==> config.mk <==
export PLATFORM = sky130hd
export DESIGN_NAME = imem_loader_flat
export DESIGN_NICKNAME = d
export VERILOG_FILES = /design/src/rtl/imem_loader_if.sv /design/src/rtl/imem_loader.sv /design/src/flat_wrapper.sv
export SDC_FILE = /design/constraint.sdc
export NUM_CORES = 1
export LEC_CHECK = 0
export CELL_PAD_IN_SITES_DETAIL_PLACEMENT = 1
export CELL_PAD_IN_SITES_GLOBAL_PLACEMENT = 2
export CORE_MARGIN = 2
export CORE_UTILIZATION = 37
export DETAILED_ROUTE_END_ITERATION = 10
export PLACE_DENSITY_LB_ADDON = 0.1
export SETUP_SLACK_MARGIN = 0.05
export SLEW_MARGIN = 20
export SYNTH_ARGS = -nofsm -noshare
export SYNTH_HDL_FRONTEND = slang
export SYNTH_SLANG_ARGS = --single-unit
==> constraint.sdc <==
create_clock -name clk -period 11.4 [get_ports clk]
set_clock_uncertainty 0.2 [all_clocks]
set_input_delay 1.14 -clock clk [delete_from_list [all_inputs] [get_ports clk]]
set_output_delay 1.14 -clock clk [all_outputs]
set_load 0.005 [all_outputs]
==> src/rtl/imem_loader_if.sv <==
// Byte-link and instruction-memory write-port bundle for imem_loader.
// The loader uses the slave view (consumes bytes, drives the write port); the host/bench uses master.
interface imem_loader_if #(
    parameter int ADDR_W = 32
);
    logic              rx_valid;
    logic [7:0]        rx_data;
    logic              rx_ready;
    logic              imem_we;
    logic [ADDR_W-1:0] imem_addr;
    logic [31:0]       imem_wdata;

    modport master (
        output rx_valid, rx_data,
        input  rx_ready, imem_we, imem_addr, imem_wdata
    );

    modport slave (
        input  rx_valid, rx_data,
        output rx_ready, imem_we, imem_addr, imem_wdata
    );
endinterface

==> src/rtl/imem_loader.sv <==
// Frame loader: 16-bit big-endian word count, then big-endian 32-bit words written to imem from addr 0.
// Define LOADER_CHECKSUM_EN to require a trailing XOR checksum byte before the core is released.
module imem_loader #(
    parameter int DEPTH_WORDS = 64,
    parameter int ADDR_W      = 32
) (
    input  logic                clk,
    input  logic                rst,
    input  logic                load_start_i,
    imem_loader_if.slave        bus,
    output logic                cpu_reset_o,
    output logic                cpu_enable_o,
    output logic                load_done_o,
    output logic                load_error_o,
    output logic [15:0]         word_count_o
);
    typedef enum logic [2:0] {
        S_IDLE, S_HDR_HI, S_HDR_LO, S_DATA, S_CSUM, S_RELEASE, S_RUN, S_ERROR
    } state_t;

`ifdef LOADER_CHECKSUM_EN
    localparam state_t S_AFTER = S_CSUM;
`else
    localparam state_t S_AFTER = S_RELEASE;
`endif
    localparam logic [16:0] DEPTH_L = 17'(DEPTH_WORDS);

    state_t            state_q, state_d;
    logic [7:0]        cnt_hi_q, cnt_hi_d;
    logic [15:0]       cnt_q, cnt_d;
    logic [1:0]        byte_idx_q, byte_idx_d;
    logic [23:0]       asm_q, asm_d;
    logic [15:0]       words_rx_q, words_rx_d;
    logic [15:0]       word_count_q, word_count_d;
    logic              we_q, we_d;
    logic [ADDR_W-1:0] addr_q, addr_d;
    logic [31:0]       wdata_q, wdata_d;
`ifdef LOADER_CHECKSUM_EN
    logic [7:0]        csum_q, csum_d;
`endif

    logic        rx_ready;
    logic        xfer;
    logic [15:0] n_hdr;

    // In DATA, stop accepting once all N words are assembled; the final write may still be in flight.
    always_comb begin
        rx_ready = 1'b0;
        case (state_q)
            S_HDR_HI, S_HDR_LO, S_CSUM: rx_ready = 1'b1;
            S_DATA:                     rx_ready = (words_rx_q != cnt_q);
            default:                    rx_ready = 1'b0;
        endcase
    end

    assign xfer  = bus.rx_valid & rx_ready;
    assign n_hdr = {cnt_hi_q, bus.rx_data};

    always_comb begin
        state_d      = state_q;
        cnt_hi_d     = cnt_hi_q;
        cnt_d        = cnt_q;
        byte_idx_d   = byte_idx_q;
        asm_d        = asm_q;
        words_rx_d   = words_rx_q;
        word_count_d = we_q ? word_count_q + 16'd1 : word_count_q;
        we_d         = 1'b0;
        addr_d       = addr_q;
        wdata_d      = wdata_q;
`ifdef LOADER_CHECKSUM_EN
        csum_d       = xfer ? (csum_q ^ bus.rx_data) : csum_q;
`endif
        case (state_q)
            S_IDLE, S_RUN, S_ERROR: begin
                if (load_start_i) begin
                    state_d      = S_HDR_HI;
                    word_count_d = '0;
                    byte_idx_d   = '0;
                    words_rx_d   = '0;
                    addr_d       = '0;
`ifdef LOADER_CHECKSUM_EN
                    csum_d       = '0;
`endif
                end
            end
            S_HDR_HI: begin
                if (xfer) begin
                    cnt_hi_d = bus.rx_data;
                    state_d  = S_HDR_LO;
                end
            end
            S_HDR_LO: begin
                if (xfer) begin
                    cnt_d = n_hdr;
                    if ({1'b0, n_hdr} > DEPTH_L) state_d = S_ERROR;
                    else if (n_hdr == 16'd0)     state_d = S_AFTER;
                    else                         state_d = S_DATA;
                end
            end
            S_DATA: begin
                if (xfer) begin
                    byte_idx_d = byte_idx_q + 2'd1;
                    if (byte_idx_q == 2'd3) begin
                        we_d       = 1'b1;
                        wdata_d    = {asm_q, bus.rx_data};
                        addr_d     = ADDR_W'({words_rx_q, 2'b00});
                        words_rx_d = words_rx_q + 16'd1;
                    end else begin
                        asm_d = {asm_q[15:0], bus.rx_data};
                    end
                end
                if (we_q && (word_count_q + 16'd1 == cnt_q)) state_d = S_AFTER;
            end
`ifdef LOADER_CHECKSUM_EN
            S_CSUM: begin
                if (xfer) state_d = (bus.rx_data == csum_q) ? S_RELEASE : S_ERROR;
            end
`endif
            S_RELEASE: state_d = S_RUN;
            default:   state_d = S_IDLE;
        endcase
    end

    always_ff @(posedge clk or posedge rst) begin
        if (rst) begin
            state_q      <= S_IDLE;
            cnt_hi_q     <= '0;
            cnt_q        <= '0;
            byte_idx_q   <= '0;
            asm_q        <= '0;
            words_rx_q   <= '0;
            word_count_q <= '0;
            we_q         <= 1'b0;
            addr_q       <= '0;
            wdata_q      <= '0;
`ifdef LOADER_CHECKSUM_EN
            csum_q       <= '0;
`endif
        end else begin
            state_q      <= state_d;
            cnt_hi_q     <= cnt_hi_d;
            cnt_q        <= cnt_d;
            byte_idx_q   <= byte_idx_d;
            asm_q        <= asm_d;
            words_rx_q   <= words_rx_d;
            word_count_q <= word_count_d;
            we_q         <= we_d;
            addr_q       <= addr_d;
            wdata_q      <= wdata_d;
`ifdef LOADER_CHECKSUM_EN
            csum_q       <= csum_d;
`endif
        end
    end

    assign bus.rx_ready   = rx_ready;
    assign bus.imem_we    = we_q;
    assign bus.imem_addr  = addr_q;
    assign bus.imem_wdata = wdata_q;
    assign cpu_reset_o    = !((state_q == S_RELEASE) || (state_q == S_RUN));
    assign cpu_enable_o   = (state_q == S_RUN);
    assign load_done_o    = (state_q == S_RUN);
    assign load_error_o   = (state_q == S_ERROR);
    assign word_count_o   = word_count_q;
endmodule

==> src/flat_wrapper.sv <==
// flat-port wrapper written by rule: the top's interface ports become plain ports
module imem_loader_flat 
#(
    parameter int DEPTH_WORDS = 64,
    parameter int ADDR_W      = 32
)
  (clk, rst, load_start_i, cpu_reset_o, cpu_enable_o, load_done_o, load_error_o, word_count_o, bus_rx_valid, bus_rx_data, bus_rx_ready, bus_imem_we, bus_imem_addr, bus_imem_wdata);
  imem_loader_if #(.ADDR_W(ADDR_W)) bus_i ();
  input  logic clk;
  input  logic rst;
  input  logic load_start_i;
  output logic cpu_reset_o;
  output logic cpu_enable_o;
  output logic load_done_o;
  output logic load_error_o;
  output logic [15:0] word_count_o;
  input wire logic [$bits(bus_i.rx_valid)-1:0] bus_rx_valid;
  input wire logic [$bits(bus_i.rx_data)-1:0] bus_rx_data;
  output wire logic [$bits(bus_i.rx_ready)-1:0] bus_rx_ready;
  output wire logic [$bits(bus_i.imem_we)-1:0] bus_imem_we;
  output wire logic [$bits(bus_i.imem_addr)-1:0] bus_imem_addr;
  output wire logic [$bits(bus_i.imem_wdata)-1:0] bus_imem_wdata;
  assign bus_i.rx_valid = bus_rx_valid;
  assign bus_i.rx_data = bus_rx_data;
  assign bus_rx_ready = bus_i.rx_ready;
  assign bus_imem_we = bus_i.imem_we;
  assign bus_imem_addr = bus_i.imem_addr;
  assign bus_imem_wdata = bus_i.imem_wdata;
  imem_loader #(.DEPTH_WORDS(DEPTH_WORDS), .ADDR_W(ADDR_W)) u_core (.clk(clk), .rst(rst), .load_start_i(load_start_i), .bus(bus_i), .cpu_reset_o(cpu_reset_o), .cpu_enable_o(cpu_enable_o), .load_done_o(load_done_o), .load_error_o(load_error_o), .word_count_o(word_count_o));
endmodule
; After elaboration in Yosys (flattened, before gate mapping)
; Index checks and enable logic that the tools add are counted.
; W data, S select, Z words.
[totals]
reg_bits = 150
output_inout_bits = 86
[op_classes]
bitwise_logic = 2
n_reduce_logical = 15
n_eq_ne = 16
add_sub_neg = 3
n_lt_le_gt_ge = 1
n_mux = 25
[ops]
columns = cell, count
row1 = $mux W16, 6
row2 = $mux W32, 3
row3 = $pmux W32 S2, 1
row4 = $add A16 B1 Y16 const B, 2
row5 = $pmux W16 S2, 1
row6 = $mux W3, 6
row7 = $eq A16 B16 Y1, 1
row8 = $gt A16 B7 Y1 const B, 1
row9 = $logic_not A16 Y1, 1
row10 = $ne A16 B16 Y1, 1
row11 = $pmux W3 S5, 1
row12 = $eq A3 B3 Y1 const B, 4
row13 = $ne A2 B1 Y1 const B, 5
row14 = $reduce_and A3 Y1, 3
row15 = $reduce_and A4 Y1, 2
row16 = $eq A3 B2 Y1 const B, 2
row17 = $reduce_or A3 Y1, 2
row18 = $mux W2, 2
row19 = $pmux W2 S2, 1
row20 = $reduce_and A2 Y1, 2
row21 = $eq A3 B1 Y1 const B, 1
row22 = $logic_not A3 Y1, 1
row23 = $mux W1, 3
row24 = $add A2 B1 Y2 const B, 1
row25 = other kinds (9), 9

; Depth between registers and ports, before layout
[depth]
word_depth = 6
ltp_mapped = 10

; Worst setup path after synthesis
; No wires, ideal clock.
[synth_timing]
path_type = reg-to-output
start = register u_core.words_rx_q[6]
end = output port bus_rx_ready
slack_ns = 8.572
path_stages_with_launch = 7
path_buffers = 1
t_arrival_ns = 1.488
path_cell_list = dfrtp_1 -> buf_6 -> xnor2_1 -> nand4_1 -> or4_4 -> o211ai_1 -> o21ai_0
[synth_between]
elab_chain_len = 2
[synth_lines]
columns = item, line
row1 = "start, declared", imem_loader.sv:33  ; logic [15:0] words_rx_q, words_rx_d;
row2 = "start signal, assigned", imem_loader.sv:145  ; words_rx_q <= words_rx_d;
row3 = $ne A16 B16 Y1, imem_loader.sv:51  ; S_DATA: rx_ready = (words_rx_q != cnt_q);
row4 = $pmux W1 S2, imem_loader.sv:49  ; case (state_q)
row5 = "end, declared", flat_wrapper.sv:19  ; output wire logic [$bits(bus_i.rx_ready)-1:0] bus_rx_ready;
; Every way passes these cells.

; Worst setup path after layout
[layout_timing]
start = register u_core.cnt_q[15]
end = output port bus_rx_ready
[layout_between]
elab_chain_len = 2
[layout_lines]
columns = item, line
row1 = "start, declared", imem_loader.sv:30  ; logic [15:0] cnt_q, cnt_d;
row2 = "start signal, assigned", imem_loader.sv:142  ; cnt_q <= cnt_d;
row3 = $ne A16 B16 Y1, imem_loader.sv:51
row4 = $pmux W1 S2, imem_loader.sv:49
; Every way passes these cells.

==> results.json <==
{
  "hold_depth": 2,
  "ios": 98,
  "worstPathMaxFanout": 4,
  "seq_area_um2": 3350,
  "overflow": 0,
  "max_freq_ghz": 0.248,
  "synth.top_cells.by_area": "dfrtp_1 (52%), nand2_1 (8.3%), mux2_2 (8.1%)",
  "gp_congestion": 0.820,
  "seqPwrFrac_pct": 40.6,
  "synth_edf_count": 0,
  "core_um2": 17200,
  "setup_viol": 0,
  "ctsHoldBuffers": 0,
  "layout_common_cells": "nand2_1 (143), dfrtp_1 (134), clkdlybuf4s50_1 (81)",
  "fp.dieArea_um2": 18700,
  "yosys.area.top_type_share_pct": 51.6,
  "setup.worst_path.class": "reg2out",
  "fill_cells": 1903,
  "path_clk_slew_ps": 60,
  "drv_slew": 0,
  "initial_utilization_pct": 37.7,
  "synthesis.area_um2": 6500,
  "layoutNonFillerInstCount": 942,
  "p_leak_nw": 3.45,
  "reg2reg_setup_slack_ps": 7960,
  "yosys.area_share.simple_pct": 19.4,
  "synth_top_family_by_area": "simple AND/OR/NAND/NOR gates",
  "final_common_cell": "nand2_1",
  "netlist_instances": 638,
  "io_buffers": 81,
  "synth_cell_types": 54,
  "power.internal_w": 0.00135,
  "fp.dieH_um": 137,
  "grt_usage_pct": 19.8,
  "clock_latency_ps": 430,
  "cts-resized-gates": 0,
  "synth_compound_area_share_pct": 6.08,
  "wl_per_cell_um": 18.1,
  "dp_hpwl_um": 11800,
  "synthFlopType": "dfrtp_1",
  "ys_warn_count": 0,
  "vdd.ir_drop.worst_v": 0.000124,
  "synth-xor-area-share_pct": 7.00,
  "cts_max_level": 4,
  "clockBufferDepth": 2,
  "fin_crit_ps": 4040,
  "synthArstFlopShare_pct": 100,
  "die_w_um": 137,
  "row_count": 48,
  "tightest_slew_ps": 1060,
  "p_per_area_nw_per_um2": 247,
  "timing.rr.start": "u_core.cnt_q[15]",
  "r2r_end": "u_core.bus.imem_addr[17]",
  "power_frac_comb_pct": 29.0,
  "clkPwrFrac_pct": 30.4,
  "grt_pass1_vias": 5030,
  "synthAdderAreaFrac_pct": 0.577,
  "switching_share_pct": 31.9,
  "hold_path.class": "reg2reg",
  "finalSetupTns_ps": 0,
  "fin_nets": 719,
  "drt-total-wl_um": 17000,
  "grt_antenna_before_repair": 0,
  "cts_root_buf": "clkbuf_16",
  "drive_gt1_share_pct": 13.1,
  "ys_ff_latch": 134,
  "fin_crit_sh_pct": 35.4,
  "drc_errors": 0,
  "min_from": "u_core.asm_q[20]",
  "grt_pass1_wl_um": 27900,
  "rsz0062_at_grt": "no",
  "r2r_cells": 7,
  "holdPathEnd": "u_core.bus.imem_wdata[28]",
  "yosys.area.top_type": "dfrtp_1",
  "p_sw_w": 0.000631,
  "hold_violations": 0,
  "vias_per_cell": 5.11,
  "required_ps": 10060,
  "cts_tree": "built",
  "avgSynthCellArea_um2": 10.2,
  "slew_headroom_pct": 29.6,
  "multiInputGateArea_um2": 2840,
  "dr.pass1.iters": 4,
  "dp.cells": 910,
  "endpoint_kind": "output port",
  "cts-buffers-inserted": 17,
  "drv_cap": 0,
  "muxShareOfSynthArea_pct": 9.39,
  "fin_util_pct": 46.5,
  "startpoint_type": "flip-flop",
  "num_vias": 4809,
  "grt_max_degree": 80,
  "drt_iter0_drc": 285,
  "area_growth_syn_to_layout_pct": 23.2,
  "outcome": "finished clean",
  "yosysSeqAreaShare_pct": 51.6,
  "diodes": 0,
  "drtAntennaViolNets": 0,
  "arrival_ps": 2700,
  "cts_setup_buffers": 0,
  "clock_sinks": 134
}
==> stage by stage <==
step	instance area (µm²)	hold slack [ps]	setup slack, ps	power [W]
final	8010	264	7360	0.00198
after global routing	8010	301	7230	0.00210
after CTS	8010	270	7340	0.00201
after detailed placement	7350	255	7710	0.00139
after global placement	7350	252	7800	0.00136
after floorplan	6560	233	6480	0.00115
==> metal layers <==
layer	up-vias	GRT usage, %	wire, µm
met4	0	7.23	323
met2	83	31.1	8160
met5	-	0	0
li1	2287	-	-
met3	25	4.00	608
met1	2414	27.1	7950
==> how the worst max path moves through the flow <==
stage,start,to,cells after the start
2_1_floorplan,rst,u_core.asm_q[0],1
3_3_place_gp,bus_rx_valid,u_core.bus.imem_addr[17],6
3_5_place_dp,bus_rx_valid,u_core.bus.imem_addr[17],6
4_1_cts,u_core.cnt_q[15],bus_rx_ready,6
5_1_grt,u_core.cnt_q[15],bus_rx_ready,6
6_report,u_core.cnt_q[15],bus_rx_ready,6
==> worst max-delay path: stages, from the launching register on <==
cell and delay [ps]:
dfrtp_1 480, xnor2_1 200, nand4_1 140, or4_4 590
o211ai_1 180, o21ai_0 190, clkdlybuf4s50_1 500
==> kinds of logic (layout without fill, tap and decap cells) <==
family          Yosys count  after routing
simple gates            267            267
xor+xnor                 52             52
flops                   134            134
mux                      55             55
other cells               1             16
fa+ha+maj                 3              3
buf+inv                  64            128
compound gates           62             62
==> Yosys cell counts, types with 2 or more instances <==
master,n
dfrtp_1,134
mux2_2,47
and2_1,3
nor3_1,7
nor4_1,9
buf_6,2
o2111ai_1,2
and4b_1,2
mux2i_1,7
nand4_1,13
buf_4,20
o21a_1,2
o211ai_1,3
o31ai_1,5
nand2_1,143
o41ai_1,2
a21oi_1,10
nor3b_2,2
or3_1,10
clkbuf_1,11
inv_1,11
nand3_1,35
xor2_1,15
and3_1,5
nand3_2,2
nand2b_1,2
o21ai_0,25
a211o_1,3
nor2_1,25
o311ai_0,2
ha_1,3
xnor2_1,37
buf_2,15
or4_1,3
buf_12,2
==> power groups by stage <==
stage,clock [W],sequential [W],combinational (W)
2_1_floorplan,0,0.000739,0.000406
3_3_place_gp,0,0.000804,0.000560
3_5_place_dp,0,0.000811,0.000578
4_1_cts,0.000615,0.000806,0.000585
5_1_grt,0.000634,0.000827,0.000643
6_report,0.000601,0.000803,0.000573
==> flip-flops by register name, indices dropped and copies added, names as in the netlist <==
| register | cells |
|---|---|
| u_core.asm_q | 24 |
| u_core.bus.imem_addr | 16 |
| u_core.bus.imem_wdata | 32 |
| u_core.bus.imem_we | 1 |
| u_core.byte_idx_q | 2 |
| u_core.cnt_hi_q | 8 |
| u_core.cnt_q | 16 |
| u_core.state_q | 3 |
| u_core.word_count_o | 16 |
| u_core.words_rx_q | 16 |
==> final cells by class <==
class | instances | area share [%]
repair buffers | 84 | 10.4
multi-input cells | 455 | 35.5
inverters | 12 | 0.625
clock inverters | 10 | 2.08
clock buffers | 22 | 6.04
well taps | 225 | 3.51
flip-flops and latches | 134 | 41.8
(Power assumes the default switching activity.)
